--- src/rtl/uart_rx.sv ---
// 8N1 serial receiver with input synchronizer, mid-bit sampling and valid/frame_err pulses.
// Define UART_RX_PARITY_EN to expect an even parity bit between the data and stop bits.
//
// state  | meaning
// IDLE   | line idle, watching for a falling edge on rxs
// START  | counting to mid start bit to reject glitches
// DATA   | sampling 8 data bits, LSB first, at mid bit
// PARITY | sampling the even parity bit (UART_RX_PARITY_EN only)
// STOP   | sampling the stop bit, then pulsing valid or frame_err
// BREAK  | line held low after a bad stop bit, waiting for it to rise
module uart_rx #(
    parameter int CLKS_PER_BIT = 434,
    parameter int SYNC_STAGES  = 2
) (
    input  logic       clk,
    input  logic       nRST,
    input  logic       uart_rx_line,
    output logic [7:0] data,
    output logic [6:0] temp,
    output logic       valid,
    output logic       frame_err,
    output logic       busy
);

    localparam int CNT_W = $clog2(CLKS_PER_BIT);
    localparam logic [CNT_W-1:0] CNT_LAST = CNT_W'(CLKS_PER_BIT - 1);
    localparam logic [CNT_W-1:0] CNT_HALF = CNT_W'(CLKS_PER_BIT / 2 - 1);

    typedef enum logic [2:0] {
        IDLE,
        START,
        DATA,
`ifdef UART_RX_PARITY_EN
        PARITY,
`endif
        STOP,
        BREAK
    } state_t;

    state_t                 state;
    logic [SYNC_STAGES-1:0] sync;
    logic                   rxs;
    logic                   rxs_prev;
    logic [CNT_W-1:0]       cnt;
    logic [2:0]             idx;
    logic [7:0]             shift;
    logic                   frame_bad;
`ifdef UART_RX_PARITY_EN
    logic                   par_bit;
`endif

    assign rxs  = sync[SYNC_STAGES-1];
    assign temp = data[6:0];

    always_comb begin
        frame_bad = ~rxs;
`ifdef UART_RX_PARITY_EN
        frame_bad = ~rxs | (par_bit != ^shift);
`endif
    end

    always_ff @(posedge clk) begin
        if (!nRST) begin
            sync      <= '1;
            rxs_prev  <= 1'b1;
            state     <= IDLE;
            cnt       <= '0;
            idx       <= '0;
            shift     <= '0;
            data      <= '0;
            valid     <= 1'b0;
            frame_err <= 1'b0;
            busy      <= 1'b0;
`ifdef UART_RX_PARITY_EN
            par_bit   <= 1'b0;
`endif
        end else begin
            sync      <= {sync[SYNC_STAGES-2:0], uart_rx_line};
            rxs_prev  <= rxs;
            valid     <= 1'b0;
            frame_err <= 1'b0;
            case (state)
                IDLE: begin
                    if (rxs_prev && !rxs) begin
                        state <= START;
                        cnt   <= '0;
                        busy  <= 1'b1;
                    end
                end
                START: begin
                    if (cnt == CNT_HALF) begin
                        cnt <= '0;
                        idx <= '0;
                        if (rxs) begin
                            state <= IDLE;
                            busy  <= 1'b0;
                        end else begin
                            state <= DATA;
                        end
                    end else begin
                        cnt <= cnt + 1'b1;
                    end
                end
                DATA: begin
                    if (cnt == CNT_LAST) begin
                        cnt        <= '0;
                        shift[idx] <= rxs;
                        idx        <= idx + 3'd1;
                        if (idx == 3'd7) begin
`ifdef UART_RX_PARITY_EN
                            state <= PARITY;
`else
                            state <= STOP;
`endif
                        end
                    end else begin
                        cnt <= cnt + 1'b1;
                    end
                end
`ifdef UART_RX_PARITY_EN
                PARITY: begin
                    if (cnt == CNT_LAST) begin
                        cnt     <= '0;
                        par_bit <= rxs;
                        state   <= STOP;
                    end else begin
                        cnt <= cnt + 1'b1;
                    end
                end
`endif
                STOP: begin
                    // Leaving at mid-stop lets a start edge right at the stop-bit end be caught.
                    if (cnt == CNT_LAST) begin
                        cnt <= '0;
                        if (!frame_bad) begin
                            valid <= 1'b1;
                            data  <= shift;
                            state <= IDLE;
                            busy  <= 1'b0;
                        end else begin
                            frame_err <= 1'b1;
                            if (rxs) begin
                                state <= IDLE;
                                busy  <= 1'b0;
                            end else begin
                                state <= BREAK;
                            end
                        end
                    end else begin
                        cnt <= cnt + 1'b1;
                    end
                end
                BREAK: begin
                    if (rxs) begin
                        state <= IDLE;
                        busy  <= 1'b0;
                    end
                end
                default: begin
                    state <= IDLE;
                    busy  <= 1'b0;
                end
            endcase
        end
    end

endmodule

--- config.mk ---
export PLATFORM = sky130hd
export DESIGN_NAME = uart_rx
export DESIGN_NICKNAME = d
export VERILOG_FILES = /design/src/rtl/uart_rx.sv
export SDC_FILE = /design/constraint.sdc
export NUM_CORES = 1
export LEC_CHECK = 0
export ABC_CLOCK_PERIOD_IN_PS = 1900
export CAP_MARGIN = 20
export CORE_ASPECT_RATIO = 1.2
export CORE_MARGIN = 10
export CORE_UTILIZATION = 30
export CTS_CLUSTER_SIZE = 25
export DETAILED_ROUTE_END_ITERATION = 6
export PLACE_DENSITY = 0.55
export SLEW_MARGIN = 25
export SYNTH_ARGS = -nofsm -noshare
export SYNTH_HDL_FRONTEND = slang
export SYNTH_SLANG_ARGS = --single-unit
export TNS_END_PERCENT = 50
--- constraint.sdc ---
create_clock -name clk -period 1.9 [get_ports clk]
set_input_delay 0.38 -clock clk [delete_from_list [all_inputs] [get_ports clk]]
set_output_delay 0.38 -clock clk [all_outputs]
set_load 0.005 [all_outputs]
# After elaboration in Yosys (flattened, before gate mapping)
# Cells that the tools add are included.
dict set report word_totals {
  latch_bits 0
  n_memories 0
  ram_bits 0
  ff_bits 37
  mem_bits_ro 0
}
dict set report op_classes {
  muxes 26
  reduce_logical 14
  addsub 2
  bitwise_logic 1
  n_lt_le_gt_ge 2
  div_mod_pow 0
  mul 0
  n_eq_ne 13
  shift 0
}
# op n
set op_table {}
lappend op_table {{$mux W3} 9}
lappend op_table {{$mux W9} 3}
lappend op_table {{$pmux W9 S3} 1}
lappend op_table {{$pmux W3 S5} 1}
lappend op_table {{$ne A2 B2 Y1 const B} 6}
lappend op_table {{$add A9 B1 Y9 const B} 1}
lappend op_table {{$eq A9 B8 Y1 const B} 1}
lappend op_table {{$eq A9 B9 Y1 const B} 1}
lappend op_table {{$reduce_and A3 Y1} 3}
lappend op_table {{$bwmux W8} 1}
lappend op_table {{$mux W1} 7}
lappend op_table {{$eq A3 B2 Y1 const B} 2}
lappend op_table {{$eq A3 B3 Y1 const B} 2}
lappend op_table {{$pmux W3 S2} 1}
lappend op_table {{$reduce_and A6 Y1} 1}
lappend op_table {{$pmux W1 S5} 1}
lappend op_table {{$lt A3 B4 Y1 const B} 1}
lappend op_table {{$reduce_and A2 Y1} 2}
lappend op_table {{$reduce_and A4 Y1} 1}
lappend op_table {{$add A3 B1 Y3 const B} 1}
lappend op_table {{$demux W1 S3} 1}
lappend op_table {{$eq A3 B1 Y1 const B} 1}
lappend op_table {{$ge A3 B1 Y1 const B} 1}
lappend op_table {{$logic_not A3 Y1} 1}
lappend op_table {{other kinds (7)} 8}

# Longest topological paths before layout
dict set report logic_depth {
  word_depth 5
  mapped_depth 8
  depth_no_buf 6
}

# Least setup slack after synthesis
# OpenSTA, ideal clock, no wires.
dict set report synth_path {
  path_type {flip-flop to flip-flop}
  from {reg cnt[1]}
  to {reg cnt[0]}
  arrival_ps 1714
  stages_incl_launch_ff 9
  synth_period_minus_slack_ps 1799
  path_slack_ps 101
  path_cell_list {dfxtp_1 -> inv_1 -> ha_1 -> and4_1 -> clkbuf_1 -> a21boi_0 -> clkbuf_1 -> nor3_1 -> a211oi_1}
}
dict set report synth_via {
  elab_chain_len 3
  word_cells_on_any_way 5
  classes_between {eq/ne (2); mux (3)}
}
# item line_no
set synth_lines {}
lappend synth_lines {{from (decl)} 44} ;# logic [CNT_W-1:0] cnt;
lappend synth_lines {{from (signal assigned)} 101} ;# cnt <= cnt + 1'b1;
lappend synth_lines {{from (signal assigned)} 117} ;# cnt <= cnt + 1'b1;
lappend synth_lines {{from (signal assigned)} 150} ;# cnt <= cnt + 1'b1;
lappend synth_lines {{$eq A9 B9 Y1 / $eq A9 B8 Y1 (equally long branches)} {105, 133, 91}}
lappend synth_lines {{$mux W9 (on tied branches)} {105, 133, 91}}
lappend synth_lines {{$pmux W9 S3 *} 82} ;# case (state)
# Every way passes the cells marked *; elsewhere a longest branch is shown, timed or not.
# A chain may end at the register's enable or synchronous reset.

# Worst setup path in the final report
dict set report layout_path {
  from {reg cnt[2]}
  to {reg data[3]}
}
dict set report layout_via {
  elab_chain_len 2
}
# item line_no
set layout_lines {}
lappend layout_lines {{$eq A9 B9 Y1} 133} ;# if (cnt == CNT_LAST) begin
lappend layout_lines {{$reduce_and A3 Y1 (no line)} n/a}
lappend layout_lines {{to (signal assigned)} 137} ;# data <= shift;
lappend layout_lines {{to (decl)} 18} ;# output logic [7:0] data,
# Every way passes these cells.

==> run metrics <==
outcome=completed; overall power=1.67 mW; row cnt=32; # IOs=21; H-tree Lvls=2; clock skew=0.00433 ns; Gate Count Post-Synth=221; sequential area share after synthesis=38.2%; CP cell instances=or4b_4 -> nor3_4 -> buf_12 -> mux2i_1 -> nor2_1; Core Util, Final=37.5%; final worst path period share=91.3%; DR iter-0 viols=70; reg2reg setup slack=0.17 ns; GRT overflow=0; Max Clock Freq=just under 0.6 GHz; Critical path origin=cnt[2]; Synth top area share=38.2%; clock period minus worst slack=1.73 ns; DR vias=about 1700; top cells by count, synth=dfxtp_1, nand2_1, nor2_1; Seq cells post-synth=37; Slowest-stage cell, CP=or4b_4; DRT Wirelength=4420 um; net switching power=approximately 390 uW; GP Congestion=0.799; Post-synth ARST share=0%; mapped cell area=0.00194 sq mm; buffer and inverter count on the worst path=1; P_leak=0.811 nW; top post-synthesis cells by area=dfxtp_1, mux2i_1, nand2_1; clock sinks=37; DRC violations left=0; Die Y=108 um; pin count of the biggest net entering global routing=21; worst hold-check path type=reg -> reg; Yosys cell types=49; critical path capture point type=flip-flop; Cell Int Power=between 1 and 1.5 mW; max cap viols=0; combinational share of power=10.1%; fraction of layout cells with a size suffix above 1=14.0%; worst-skew pair later-pin latency=roughly 0.29 ns; WP data required=2.07 ns; CP arrival=1.91 ns; CP top delay family=simple AND/OR/NAND/NOR gates; hold path start=sync[0]; dpl hpwl=3250 um; top-count cell post-synth=dfxtp_1; nets=250; Power Dens Cells=700 mW/mm^2; clock-pin slew on the worst setup and hold paths=0.07 ns; Initial Util=30.4%; Net Sw Frac=23.2%; CTS Buffer Depth=2; 1st-pass router iterations=4; crit-path max cell delay=0.61 ns; Via density=around 5; Main synth FF type=dfxtp_1; Slew Limit Fails=0; Syn Area/Cell=slightly below 9 sq um; chip width=93.4 um; Syn Nets=229; die area=0.0101 sq mm; power share of the sequential group=47.6%; Port Buffers=20; first-pass GRT wire length=between 7000 and 8000 um; headroom to the max-slew limit=74.7%; YS warnings=0; # diodes=0; vias in the first global route=~1600; Crit Path Class=reg -> reg; CTS tree=built; CP Launch Type=flip-flop; Post-synth EDFFs=0; worst r2r src=cnt[2]; worst r2r path cells=5; DRT antenna net count=0; Worst Setup EP=data[3]; CTS Buf Count=5; worst vdd ir=around 0.3 mV; core area=0.00637 sq mm; critical path peak fanout=9; Final Hold Vio Count=0; WL per Instance=between 10 and 15 um; post-synth top area cell=dfxtp_1; Finish-stage setup viols=0; RSZ-0062 raised after global routing=true; clock power share=42.3%; Post-CTS Hold Fix Bufs=0; initial antenna violation count=0; reg2reg end=data[3]; worst slew pin tran=0.380 ns; Levels on crit path=5; P&R area growth vs syn=23.3%; CTS Root Buffer Type=clkbuf_8; Total Routing Usage GR=9.28%
worst min path at each step:
stage | end | slack [ns] | cells after the start
floorplan | sync[1] | 0.39 | 1
global placement | sync[1] | 0.39 | 1
detailed placement | sync[1] | 0.40 | 1
CTS | sync[1] | 0.42 | 1
global route | sync[1] | 0.45 | 1
finish | sync[1] | 0.41 | 1
final cells by class:
type	count	area, sq um
Timing Repair Buffer	39	355
Multi-Input combinational cell	151	1040
Tap cell	85	106
Inverter	8	30.0
Fill cell	662	3980
Sequential cell	37	741
Clock inverter	1	30.0
Clock buffer	7	86.3
worst register-to-register path: cells and delay by family, from the launching register on:
family | cells | cell delay (ns)
flip-flops | 1 | 0.41
buffers and inverters | 1 | 0.16
multiplexers | 1 | 0.18
AND/OR/NAND/NOR | 3 | 0.88
cells by family after synthesis:
family,synth area share [%]
simple gates,25.4
mux,7.75
fa+ha+maj,3.23
flops,38.2
compound gates,16.7
buf+inv,8.72
per-stage QoR:
stage	TNS, ns	hold WS [ns]	instances	area [sq um]	setup slack, ns
after global placement	0	0.390	320	2260	0.179
after global routing	-0.0194	0.446	328	2390	-0.0134
final	0	0.410	328	2390	0.166
after detailed placement	0	0.396	320	2260	0.165
after CTS	0	0.415	328	2380	0.151
after floorplan	0	0.386	221	1940	0.101
layout by cell type (no fill, tap or decap), types with 5 or more instances in the layout:
| cell type | count |
|---|---|
| a21oi_1 | 10 |
| buf_4 | 18 |
| clkbuf_8 | 6 |
| clkdlybuf4s50_1 | 20 |
| dfxtp_1 | 37 |
| ha_1 | 5 |
| inv_1 | 8 |
| mux2i_1 | 15 |
| nand2_1 | 23 |
| nand3_1 | 5 |
| nand3b_1 | 5 |
| nor2_1 | 18 |
| nor3_1 | 5 |
| o211ai_1 | 7 |
what timing repair did:
item / 4_1_cts / 5_1_grt
resized for setup: 0 / 4
buffers inserted: 0 / 0
setup endpoints to repair: 0 / 5
hold endpoints to repair: 0 / 0
power groups by stage:
stage | sequential (mW) | combinational [mW] | clock, mW
finish | 0.796 | 0.169 | 0.708
global placement | 0.814 | 0.165 | 0
detailed placement | 0.814 | 0.165 | 0
floorplan | 0.815 | 0.104 | 0
global route | 0.798 | 0.190 | 0.768
CTS | 0.796 | 0.166 | 0.732
routing by layer:
layer / vias to the layer above / global-route usage [%] / routed length, um
li1: 832 / - / -
met1: 798 / 10.8 / 1910
met2: 33 / 16.1 / 2240
met3: 2 / 2.64 / 256
met4: 0 / 2.65 / 17
met5: - / 0 / 0
registers in the layout (all words and copies together), names as in the netlist:
signal	cells
busy	1
rxs_prev	1
valid	1
frame_err	1
shift	8
cnt	9
data	8
idx	3
state	3
sync	2
Note: power is estimated with default switching activity, not from simulation.
